$ cat src/rtl/sifive_hs_protocol_monitor.sv
// Valid/ready handshake protocol monitor: flags dropped valid, payload change
// while stalled and stall timeouts per channel, with sticky flags and a shared first-error log.
module sifive_hs_protocol_monitor #(
  parameter int N_CH     = 4,
  parameter int DATA_W   = 32,
  parameter int MAX_WAIT = 255,
  parameter int CNT_W    = 8,
  localparam int CH_W    = (N_CH > 1) ? $clog2(N_CH) : 1
) (
  input  logic                     clock,
  input  logic                     reset_n,
  input  logic                     enable,
  input  logic                     clear,
  input  logic [N_CH-1:0]          ch_valid,
  input  logic [N_CH-1:0]          ch_ready,
  input  logic [N_CH*DATA_W-1:0]   ch_data,
  output logic [N_CH-1:0]          err_valid_drop,
  output logic [N_CH-1:0]          err_data_change,
  output logic [N_CH-1:0]          err_timeout,
  output logic                     err_any,
  output logic [CH_W-1:0]          first_err_ch,
  output logic [1:0]               first_err_code,
  output logic [CNT_W-1:0]         err_count,
  output logic                     fire
);

  localparam int WCW = (MAX_WAIT > 0) ? $clog2(MAX_WAIT + 1) : 1;
  localparam logic [WCW-1:0] WMAX = WCW'(MAX_WAIT);

  typedef enum logic {IDLE, STALL} ch_state_t;

  ch_state_t         state_q [N_CH];
  ch_state_t         state_d [N_CH];
  logic [DATA_W-1:0] cap_q   [N_CH];
  logic [DATA_W-1:0] cap_d   [N_CH];
  logic [WCW-1:0]    wcnt_q  [N_CH];
  logic [WCW-1:0]    wcnt_d  [N_CH];

  logic [N_CH-1:0]   vd_new, dc_new, to_new;
  logic              any_new;
  logic [CH_W-1:0]   fch;
  logic [1:0]        fcode;

  // Per-channel handshake tracking and violation detection
  always_comb begin
    for (int i = 0; i < N_CH; i++) begin
      state_d[i] = state_q[i];
      cap_d[i]   = cap_q[i];
      wcnt_d[i]  = wcnt_q[i];
      vd_new[i]  = 1'b0;
      dc_new[i]  = 1'b0;
      to_new[i]  = 1'b0;
      if (!enable) begin
        state_d[i] = IDLE;
        wcnt_d[i]  = '0;
      end else if (state_q[i] == IDLE) begin
        if (ch_valid[i] && !ch_ready[i]) begin
          state_d[i] = STALL;
          cap_d[i]   = ch_data[i*DATA_W +: DATA_W];
          wcnt_d[i]  = WCW'(1);
          // A one-cycle limit is already reached on the stall's first cycle
          to_new[i]  = (MAX_WAIT == 1);
        end
      end else if (!ch_valid[i]) begin
        vd_new[i]  = 1'b1;
        state_d[i] = IDLE;
        wcnt_d[i]  = '0;
      end else begin
        dc_new[i] = (ch_data[i*DATA_W +: DATA_W] != cap_q[i]);
        if (ch_ready[i]) begin
          state_d[i] = IDLE;
          wcnt_d[i]  = '0;
        end else begin
          cap_d[i] = ch_data[i*DATA_W +: DATA_W];
          // Counter parks at the limit so a timeout fires once per stall episode
          if (MAX_WAIT > 0 && wcnt_q[i] != WMAX) begin
            wcnt_d[i] = wcnt_q[i] + WCW'(1);
            to_new[i] = ((wcnt_q[i] + WCW'(1)) == WMAX);
          end
        end
      end
    end
  end

  assign any_new = |{vd_new, dc_new, to_new};

  // Lowest-indexed violating channel wins; on one channel timeout outranks data change
  always_comb begin
    fch   = '0;
    fcode = 2'b00;
    for (int i = N_CH - 1; i >= 0; i--) begin
      if (vd_new[i] || dc_new[i] || to_new[i]) begin
        fch   = CH_W'(i);
        fcode = to_new[i] ? 2'b11 : (dc_new[i] ? 2'b10 : 2'b01);
      end
    end
  end

  assign err_any = |{err_valid_drop, err_data_change, err_timeout};

  always_ff @(posedge clock or negedge reset_n) begin
    if (!reset_n) begin
      for (int i = 0; i < N_CH; i++) begin
        state_q[i] <= IDLE;
        cap_q[i]   <= '0;
        wcnt_q[i]  <= '0;
      end
      err_valid_drop  <= '0;
      err_data_change <= '0;
      err_timeout     <= '0;
      first_err_ch    <= '0;
      first_err_code  <= 2'b00;
      err_count       <= '0;
      fire            <= 1'b0;
    end else begin
      for (int i = 0; i < N_CH; i++) begin
        state_q[i] <= state_d[i];
        cap_q[i]   <= cap_d[i];
        wcnt_q[i]  <= wcnt_d[i];
      end
      // Clear discards history; a violation in the clearing cycle starts the new record
      if (clear) begin
        err_valid_drop  <= vd_new;
        err_data_change <= dc_new;
        err_timeout     <= to_new;
      end else begin
        err_valid_drop  <= err_valid_drop  | vd_new;
        err_data_change <= err_data_change | dc_new;
        err_timeout     <= err_timeout     | to_new;
      end
      if (any_new && (clear || !err_any)) begin
        first_err_ch   <= fch;
        first_err_code <= fcode;
      end else if (clear) begin
        first_err_ch   <= '0;
        first_err_code <= 2'b00;
      end
      if (clear) begin
        err_count <= any_new ? CNT_W'(1) : '0;
      end else if (any_new && err_count != '1) begin
        err_count <= err_count + CNT_W'(1);
      end
      fire <= any_new;
    end
  end

endmodule
$ cat config.mk
export PLATFORM = sky130hd
export DESIGN_NAME = sifive_hs_protocol_monitor
export DESIGN_NICKNAME = d
export VERILOG_FILES = /design/src/rtl/sifive_hs_protocol_monitor.sv
export SDC_FILE = /design/constraint.sdc
export NUM_CORES = 1
export LEC_CHECK = 0
export CELL_PAD_IN_SITES_DETAIL_PLACEMENT = 1
export CELL_PAD_IN_SITES_GLOBAL_PLACEMENT = 1
export CORE_MARGIN = 5
export CORE_UTILIZATION = 30
export CTS_CLUSTER_DIAMETER = 60
export CTS_CLUSTER_SIZE = 10
export DETAILED_ROUTE_END_ITERATION = 8
export GPL_ROUTABILITY_DRIVEN = 0
export PLACE_DENSITY_LB_ADDON = 0.1
export SLEW_MARGIN = 10
export SYNTH_ARGS = -nofsm -noshare
export SYNTH_HDL_FRONTEND = slang
export SYNTH_SLANG_ARGS = --single-unit
$ cat constraint.sdc
create_clock -name clock -period 6.05 [get_ports clock]
set_input_delay 1.815 -clock clock [delete_from_list [all_inputs] [get_ports clock]]
set_output_delay 1.815 -clock clock [all_outputs]
set_load 0.01 [all_outputs]
==> results of run 1 <==
[cell usage after synthesis, types with 2 or more instances]
master,instances,area share
dfrtp_1,189,0.50
mux2_2,129,0.15
xnor2_1,94,0.087
o21ai_0,56,0.030
xor2_1,44,0.041
nand2_1,39,0.015
nor2_1,37,0.015
nand4_1,30,0.020
nand3_1,24,0.013
nor4_1,20,0.013
and3_1,16,0.011
inv_1,15,0.0059
buf_1,11,0.0043
nor2b_1,10,0.0066
ha_1,9,0.012
a21oi_1,8,0.0042
clkbuf_1,7,0.0028
nand2b_1,7,0.0046
o31ai_1,7,0.0055
a21o_1,6,0.0047
nor3_1,5,0.0026
a31oi_1,4,0.0026
o2bb2ai_1,4,0.0037
nand4b_1,3,0.0028
or2_2,3,0.0020
a32o_1,2,0.0021
and2_1,2,0.0013
and2b_2,2,0.0018
and4_1,2,0.0018
mux2_4,2,0.0032
mux2i_1,2,0.0021
nand3b_1,2,0.0016
o211ai_1,2,0.0016
o21a_1,2,0.0016
[registers in the layout (all words and copies together), names as in the netlist]
| name | flops |
|---|---|
| err_data_change | 4 |
| cap_q | 128 |
| first_err_code | 2 |
| err_timeout | 4 |
| state_q | 4 |
| err_valid_drop | 4 |
| wcnt_q | 32 |
| err_count | 8 |
| first_err_ch | 2 |
| fire | 1 |
[critical path: stages]
cell             delay (ns)
clkdlybuf4s50_1        0.93
nand4b_1               0.49
nor3_1                 0.24
o21ai_0                0.14
nor2_1                 0.34
nor4_4                 0.11
a31oi_4                0.28
and4_1                 0.25
mux2_4                 0.29
[worst paths after layout]
| path | startpoint | to | slack (ns) | cells after the start |
|---|---|---|---|---|
| min in group asynchronous | reset_n | cap_q[31]$_DFFE_PN0P_ | 1.44 | 1 |
| worst min-delay path | first_err_ch[0]$_DFFE_PN0P_ | first_err_ch[0]$_DFFE_PN0P_ | 0.52 | 1 |
| max in group asynchronous | reset_n | wcnt_q[29]$_DFFE_PN0P_ | 3.60 | 2 |
| worst max register to register | cap_q[73]$_DFFE_PN0P_ | err_count[5]$_DFFE_PN0P_ | 3.07 | 8 |
| worst max-delay path | enable | err_count[5]$_DFFE_PN0P_ | 1.46 | 9 |
| worst min register to register | first_err_ch[0]$_DFFE_PN0P_ | first_err_ch[0]$_DFFE_PN0P_ | 0.52 | 1 |
[power breakdown]
group | switching [uW] | leakage, uW | internal (uW)
registers | 118 | 0.00235 | 1440
clock network | 490 | 0.000264 | 616
logic | 222 | 0.00237 | 361
total | 829 | 0.00499 | 2420
[cells by family after synthesis]
| family | after synthesis | synth area share |
|---|---|---|
| AO/OA/AOI/OAI | 105 | 0.0693 |
| XOR/XNOR | 138 | 0.127 |
| adder cells (fa/ha/maj) | 9 | 0.0119 |
| buffers and inverters | 34 | 0.0136 |
| flip-flops | 189 | 0.498 |
| multiplexers | 134 | 0.159 |
| AND/OR/NAND/NOR | 209 | 0.120 |
[metrics by stage]
step	std cells	hold WS, ns
final	1403	0.520
after CTS	1403	0.523
after floorplan	818	0.459
after detailed placement	1372	0.509
after global routing	1403	0.536
after global placement	1372	0.499
[metal layers]
| metal | part of all wire | routed length (um) | vias up | global-route usage |
|---|---|---|---|---|
| met5 | 0.0014 | 34 | - | 0 |
| met4 | 0.011 | 266 | 6 | 0.0373 |
| met3 | 0.046 | 1090 | 21 | 0.0395 |
| met2 | 0.46 | 10800 | 99 | 0.215 |
| met1 | 0.48 | 11300 | 3357 | 0.185 |
| li1 | - | - | 3262 | - |
[final cells by class]
class,count,area share
Clock inverter,7,0.00739
Clock buffer,24,0.0379
Timing Repair Buffer,171,0.141
Multi-Input combinational cell,595,0.380
Tap cell,402,0.0413
Sequential cell,189,0.388
Inverter,15,0.00462
==> flow_metrics.tcl, run 1 <==
set metrics [dict create \
    multiInputGateArea_um2 4640 \
    crit_fanout 19 \
    cts.sinks 189 \
    crit_type "input pin to register" \
    hpwl_mm 17.3 \
    powerDensity_nw_per_um2 266 \
    final_common_cell "dfrtp_1" \
    fin_nets 1138 \
    setup_slack_ns 1.46 \
    place_ws_ns 0.988 \
    fin_crit_sh 0.759 \
    syn_nets 967 \
    clkTransAtPathRegs_ns 0.06 \
    core_area_um2 31400 \
    ys_seq_area_frac 0.498 \
    num_io_pins 166 \
    setup_viol 0 \
    clock-root-buffer "clkbuf_16" \
    gr-usage-all-layers 0.137 \
    post-route-drc-count 0 \
    final_antenna_net_count 0 \
    cts_tree "built" \
    crit_path_end_kind "register" \
    cts_setup_buffers 0 \
    dieArea_um2 35300 \
    n_antenna_cell 0 \
    synthArstFlopShare 1.00 \
    crit_required_ns 6.36 \
    final_max_slew_viol_count 0 \
    grt_first_pass_wirelength_mm 38.9 \
    p_leak_uw 0.00499 \
    placed_area_um2 11600 \
    drive_gt1_frac 0.177 \
    hold_viol 0 \
    num_rows 65 \
    grt_pass1_vias 7219 \
    critPathLaunchType "input pin" \
    cts-resized-gates 0 \
    htree_levels 4 \
    cap_violations 0 \
    synth.distinct_cells 57 \
    ir_drop_mv 0.176 \
    die_w_um 188 \
    tightest_slew_ns 0.918 \
    start_util 0.302 \
    stdcell_area_um2 12200 \
    routed_wl_mm 23.6 \
    antenna_found_initial 3 \
    postSynthAreaPerCell_um2 11.6 \
    fmax_ghz 0.218 \
    drt_iter0_markers 237 \
    synth.cell_area_um2 9490 \
    clk_path_buf_depth 2 \
    io_buffer_count 165 \
    rsz0062_at_grt "no" \
    outcome "complete, no violations" \
    synthToLayoutAreaGrowth_pct 28.4 \
    dr.pass1.iters 4 \
    utilization 0.388 \
    vias 6745 \
    total_power_uw 3250 \
    hp-class "register to register" \
    synth_edf_count 0 \
    insertion_delay_ns 0.44 \
    ys_seq_elements 189 \
    slew_headroom 0.388 \
    synth_warnings 0 \
    register_area_um2 4730 \
    cts_buffers 17 \
    synthCells 818 \
    viasPerCell 4.81 \
    hold_buffers 0 \
    grt_overflow 0 \
    grt_max_degree 103 \
    die_h_um 188 \
    finalCriticalPeriod_ns 4.59 \
    cp_data_arrival_time_ns 4.91 \
    fillers 3376 \
    wl_per_cell_um 16.8 \
    layout_common_cells "dfrtp_1 (189), clkdlybuf4s50_1 (164), mux2_2 (129)" \
    tns_ns 0 \
    synth_ff_type "dfrtp_1" \
    fin_skew_ns 0.0133 \
]
Power figures use the tool's default switching activity.
==> run 2: changes to the inputs <==
==> constraint.sdc (replaced) <==
create_clock -name clock -period 4.05 [get_ports clock]
set_input_delay 1.215 -clock clock [delete_from_list [all_inputs] [get_ports clock]]
set_output_delay 1.215 -clock clock [all_outputs]
set_load 0.01 [all_outputs]
==> run 2 against run 1 <==
  * Core utilization increased by 0.92 points
  * Cell area up 2.4%
  * Register-to-register slack lost 1.8 ns
  * Count of clock-buffer cells in the layout is 5 lower
  * Setup slack worse by 1.0 ns
  * Critical path depth up 1
  * Combinational power rose by 51%
  * Non-clock buffer count up 23
  * Critical endpoint unchanged
  * Clock skew shrank 0.0012 ns
==> flow_metrics.tcl, run 2 (same netlist as run 1, synthesis figures left out) <==
set metrics [dict create \
    cp_data_arrival_time_ns 3.93 \
    synthToLayoutAreaGrowth_pct 31.4 \
    min_from "wcnt_q[31]$_DFFE_PN0P_" \
    hold_viol 0 \
    reg2reg_slack_ns 1.28 \
    gr-usage-all-layers 0.136 \
    cts-resized-gates 0 \
    hp-class "register to register" \
    vias 6780 \
    hold_buffers 0 \
    layout_common_cells "dfrtp_1 (189), clkdlybuf4s50_1 (164), mux2_2 (129)" \
    setup_viol 0 \
    setup_slack_ns 0.431 \
    die_h_um 188 \
    rr_endpoint "err_count[5]$_DFFE_PN0P_" \
    insertion_delay_ns 0.43 \
    clock-root-buffer "clkbuf_16" \
    die_w_um 188 \
    timing.rr.start "wcnt_q[8]$_DFFE_PN0P_" \
    slew_headroom 0.451 \
    rsz0062_at_grt "no" \
    cts_setup_buffers 0 \
    grt_pass1_vias 7411 \
    finalNonFillerCells 1427 \
    num_rows 65 \
    start_util 0.302 \
    tns_ns 0 \
    drt_iter0_markers 255 \
    crit_type "input pin to register" \
    clk_path_buf_depth 2 \
    total_power_uw 5020 \
    final_common_cell "dfrtp_1" \
    powerDensity_nw_per_um2 402 \
    cts_buffers 17 \
    fmax_ghz 0.276 \
    r2r_cells 9 \
    place_ws_ns -0.0547 \
    core_area_um2 31400 \
    fin_nets 1161 \
    dieArea_um2 35300 \
    grt_overflow 0 \
    largest_register_ffs 128 \
    fin_hold_ws_ns 0.514 \
    viasPerCell 4.75 \
    drive_gt1_frac 0.201 \
    antenna_found_initial 2 \
    clkTransAtPathRegs_ns 0.07 \
    cts_tree "built" \
    htree_levels 4 \
    post-route-drc-count 0 \
    final_antenna_net_count 0 \
    n_antenna_cell 0 \
    hold_path_depth 1 \
    routed_wl_mm 23.1 \
    grt_max_degree 75 \
    tightest_slew_ns 0.815 \
    grt_first_pass_wirelength_mm 39.0 \
    reg_top3 "cap_q (128), wcnt_q (32), err_count (8)" \
    num_io_pins 166 \
    cts.sinks 189 \
    outcome "complete, no violations" \
    critPathLaunchType "input pin" \
    final_max_slew_viol_count 0 \
    crit_path_end_kind "register" \
    ir_drop_mv 0.265 \
    top_register "cap_q" \
    dr.pass1.iters 4 \
    io_buffer_count 165 \
    dp.cells 1395 \
    p_leak_uw 0.00515 \
    fin_skew_ns 0.0121 \
    wl_per_cell_um 16.2 \
    crit_required_ns 4.36 \
    finalCriticalPeriod_ns 3.62 \
    crit_fanout 5 \
    fin_crit_sh 0.894 \
    hold_end "wcnt_q[31]$_DFFE_PN0P_" \
    hpwl_mm 17.5 \
    cap_violations 0 \
]
[run 2: changes by cell type in the layout (fill, tap and decap cells not counted)]
cell | previous run | this run
clkinv_2 | 3 | 2
clkinv_4 | 0 | 2
clkbuf_1 | 6 | 1
buf_12 | 1 | 4
buf_4 | 5 | 25
clkinvlp_4 | 2 | 3
bufinv_16 | 2 | 4
inv_6 | 0 | 2
[run 2: worst max path at each step]
stage	to	startpoint	slack [ns]
after global placement	err_count[5]$_DFFE_PN0P_	ch_data[74]	-0.08
after CTS	err_count[5]$_DFFE_PN0P_	ch_data[74]	0.42
final	err_count[5]$_DFFE_PN0P_	ch_data[74]	0.43
after global routing	err_count[5]$_DFFE_PN0P_	ch_data[74]	0.30
after detailed placement	err_count[5]$_DFFE_PN0P_	ch_data[74]	-0.05
after floorplan	err_count[5]$_DFFE_PN0P_	ch_ready[2]	0.81
[run 2: layout make-up]
type / count / area, um^2
fillers: 3397 / 18900
inverters: 15 / 56.3
multi-input cells: 595 / 4640
flip-flops and latches: 189 / 4730
clock buffers: 19 / 443
repair buffers: 194 / 1920
well taps: 402 / 503
clock inverters: 13 / 188
[run 2: where the power goes]
group,total [uW],leakage (uW),switching (uW),internal (uW)
combinational,879,0.00250,329,550
clock,1820,0.000300,762,1050
sequential,2330,0.00235,178,2150
[run 2: layer usage]
layer,global-route usage,share of wire,up-vias
li1,-,-,3304
met1,0.181,0.48,3360
met2,0.216,0.47,98
met3,0.0437,0.048,14
met4,0.0296,0.0077,4
met5,0,0.00091,-
[run 2: stage by stage]
| stage | area (um^2) | util |
|---|---|---|
| 3_5_place_dp | 11800 | 0.377 |
| 6_report | 12500 | 0.397 |
| 4_1_cts | 12500 | 0.397 |
| 5_1_grt | 12500 | 0.397 |
| 3_3_place_gp | 11800 | 0.377 |
| 2_1_floorplan | 9490 | - |
[run 2: worst max-delay path, stage by stage]
cell	delay [ns]
clkdlybuf4s50_1	0.52
xnor2_1	0.13
nand4_1	0.12
nor4_1	0.56
buf_4	0.20
a21oi_1	0.11
and4bb_2	0.41
a31oi_4	0.12
and4_1	0.24
mux2_4	0.29
==> run 3: changes to the inputs <==
--- a/config.mk
+++ b/config.mk
@@ -8,11 +8,12 @@
 export CELL_PAD_IN_SITES_DETAIL_PLACEMENT = 1
 export CELL_PAD_IN_SITES_GLOBAL_PLACEMENT = 1
 export CORE_MARGIN = 5
-export CORE_UTILIZATION = 30
+export CORE_UTILIZATION = 38
 export CTS_CLUSTER_DIAMETER = 60
 export CTS_CLUSTER_SIZE = 10
 export DETAILED_ROUTE_END_ITERATION = 8
 export GPL_ROUTABILITY_DRIVEN = 0
+export HOLD_SLACK_MARGIN = 0.06
 export PLACE_DENSITY_LB_ADDON = 0.1
 export SLEW_MARGIN = 10
 export SYNTH_ARGS = -nofsm -noshare
==> run 3 against run 2 <==
  * Die area shrank 20%
  * First-iteration DRC count up 15%
  * Combinational power hardly changed
  * Sequential share of layout area up 0.61 points
  * Clock power fell by 8%
  * Flip-flop and latch count unchanged
  * Setup slack improved by 0.11 ns
  * Sequential power about the same
  * Cell area down 1.6%
  * Fmax grew 3.0%
  * Critical path depth rose by 1
  * Non-clock buffer count fell by 3
  * Largest cell class unchanged
  * Highest routed layer unchanged
==> flow_metrics.tcl, run 3 (same netlist as run 1, synthesis figures left out) <==
set metrics [dict create \
    p_leak_uw 0.00510 \
    largest_register_ffs 128 \
    cp_data_arrival_time_ns 3.86 \
    die_h_um 168 \
    utilization 0.502 \
    layout_common_cells "dfrtp_1 (189), clkdlybuf4s50_1 (164), mux2_2 (129)" \
    hpwl_mm 17.2 \
    clk_path_buf_depth 2 \
    n_antenna_cell 0 \
    antenna_found_initial 1 \
    timing.rr.start "wcnt_q[9]$_DFFE_PN0P_" \
    dr.pass1.iters 4 \
    post-route-drc-count 0 \
    hold_buffers 0 \
    hp-class "register to register" \
    drive_gt1_frac 0.198 \
    viasPerCell 5.10 \
    start_util 0.388 \
    slew_headroom 0.434 \
    crit_type "input pin to register" \
    ir_drop_mv 0.212 \
    routed_wl_mm 22.8 \
    num_rows 57 \
    cap_violations 0 \
    tightest_slew_ns 0.840 \
    r2r_cells 9 \
    fillers 2628 \
    wl_per_cell_um 16.9 \
    io_buffer_count 165 \
    cts-resized-gates 0 \
    synthToLayoutAreaGrowth_pct 29.3 \
    placed_area_um2 11700 \
    drt_iter0_markers 293 \
    fin_crit_sh 0.867 \
    cts_setup_buffers 0 \
    setup_slack_ns 0.537 \
    critPathLaunchType "input pin" \
    fin_nets 1158 \
    crit_fanout 5 \
    outcome "complete, no violations" \
    finalCriticalPeriod_ns 3.51 \
    gr-usage-all-layers 0.163 \
    hold_viol 0 \
    grt_max_degree 66 \
    vias 6868 \
    crit_required_ns 4.39 \
    rsz0062_at_grt "no" \
    grt_pass1_vias 7446 \
    clkTransAtPathRegs_ns 0.07 \
    powerDensity_nw_per_um2 397 \
    insertion_delay_ns 0.43 \
    final_antenna_net_count 0 \
    clock-root-buffer "clkbuf_16" \
    grt_first_pass_wirelength_mm 38.1 \
    setup.worst_path.start "ch_data[9]" \
    cts_buffers 17 \
    finalNonFillerCells 1346 \
    grt_overflow 0 \
    die_w_um 168 \
    reg_top3 "cap_q (128), wcnt_q (32), err_count (8)" \
    final_common_cell "dfrtp_1" \
    cts_tree "built" \
    setup_viol 0 \
    htree_levels 4 \
    place_ws_ns 0.0685 \
    hold_path_depth 1 \
    cts.sinks 189 \
    core_area_um2 24500 \
    fmax_ghz 0.285 \
    stdcell_area_um2 12300 \
    num_io_pins 166 \
    min_from "first_err_code[0]$_DFFE_PN0P_" \
    tns_ns 0 \
    fin_skew_ns 0.0159 \
    final_max_slew_viol_count 0 \
    dp.cells 1314 \
    crit_path_end_kind "register" \
    top_register "cap_q" \
    reg2reg_slack_ns 1.28 \
    dieArea_um2 28200 \
]
run 3: cell types whose count changed in the layout (fill, tap and decap cells not counted):
cell,before,now
inv_8,0,4
bufinv_16,4,1
buf_12,4,2
clkinv_2,2,0
inv_6,2,0
buf_4,25,24
clkbuf_1,1,2
clkinv_4,2,3
clkinvlp_4,3,4
run 3: path summary, 6_finish.rpt:
kind / end
worst min-delay path: first_err_code[0]$_DFFE_PN0P_
worst max register to register: err_count[5]$_DFFE_PN0P_
max in group asynchronous: cap_q[52]$_DFFE_PN0P_
worst min register to register: first_err_code[0]$_DFFE_PN0P_
worst max-delay path: first_err_ch[0]$_DFFE_PN0P_
min in group asynchronous: cap_q[18]$_DFFE_PN0P_
run 3: critical path, stage by stage:
cell             delay (ns)
clkdlybuf4s50_1        0.49
xnor2_1                0.13
nand4_1                0.13
nor4_1                 0.34
buf_4                  0.18
a41oi_1                0.22
nor4_4                 0.42
buf_4                  0.18
nand3_1                0.17
a21oi_2                0.25
o2bb2ai_1              0.14
run 3: layout make-up:
type	count	area, um^2	share of cell area
inverters	15	56.3	0.00458
well taps	324	405	0.0330
repair buffers	191	1880	0.153
flip-flops and latches	189	4730	0.385
multi-input cells	595	4640	0.377
clock inverters	12	131	0.0107
clock buffers	20	447	0.0364
run 3: metal layers:
metal,vias to the layer above,part of all wire,GRT usage
met1,3465,0.45,0.211
met4,2,0.0059,0.0296
met5,-,0.00040,0
li1,3295,-,-
met3,9,0.047,0.0438
met2,97,0.50,0.279
run 3: power breakdown:
group	switching [uW]	internal, uW
registers	179	2150
clock network	784	885
logic	331	550
run 3: through the flow:
step                hold slack, ns  total power (uW)
floorplan                    0.459              2880
global placement             0.487              3230
detailed placement           0.476              3260
CTS                          0.500              4970
global route                 0.520              5160
finish                       0.498              4880
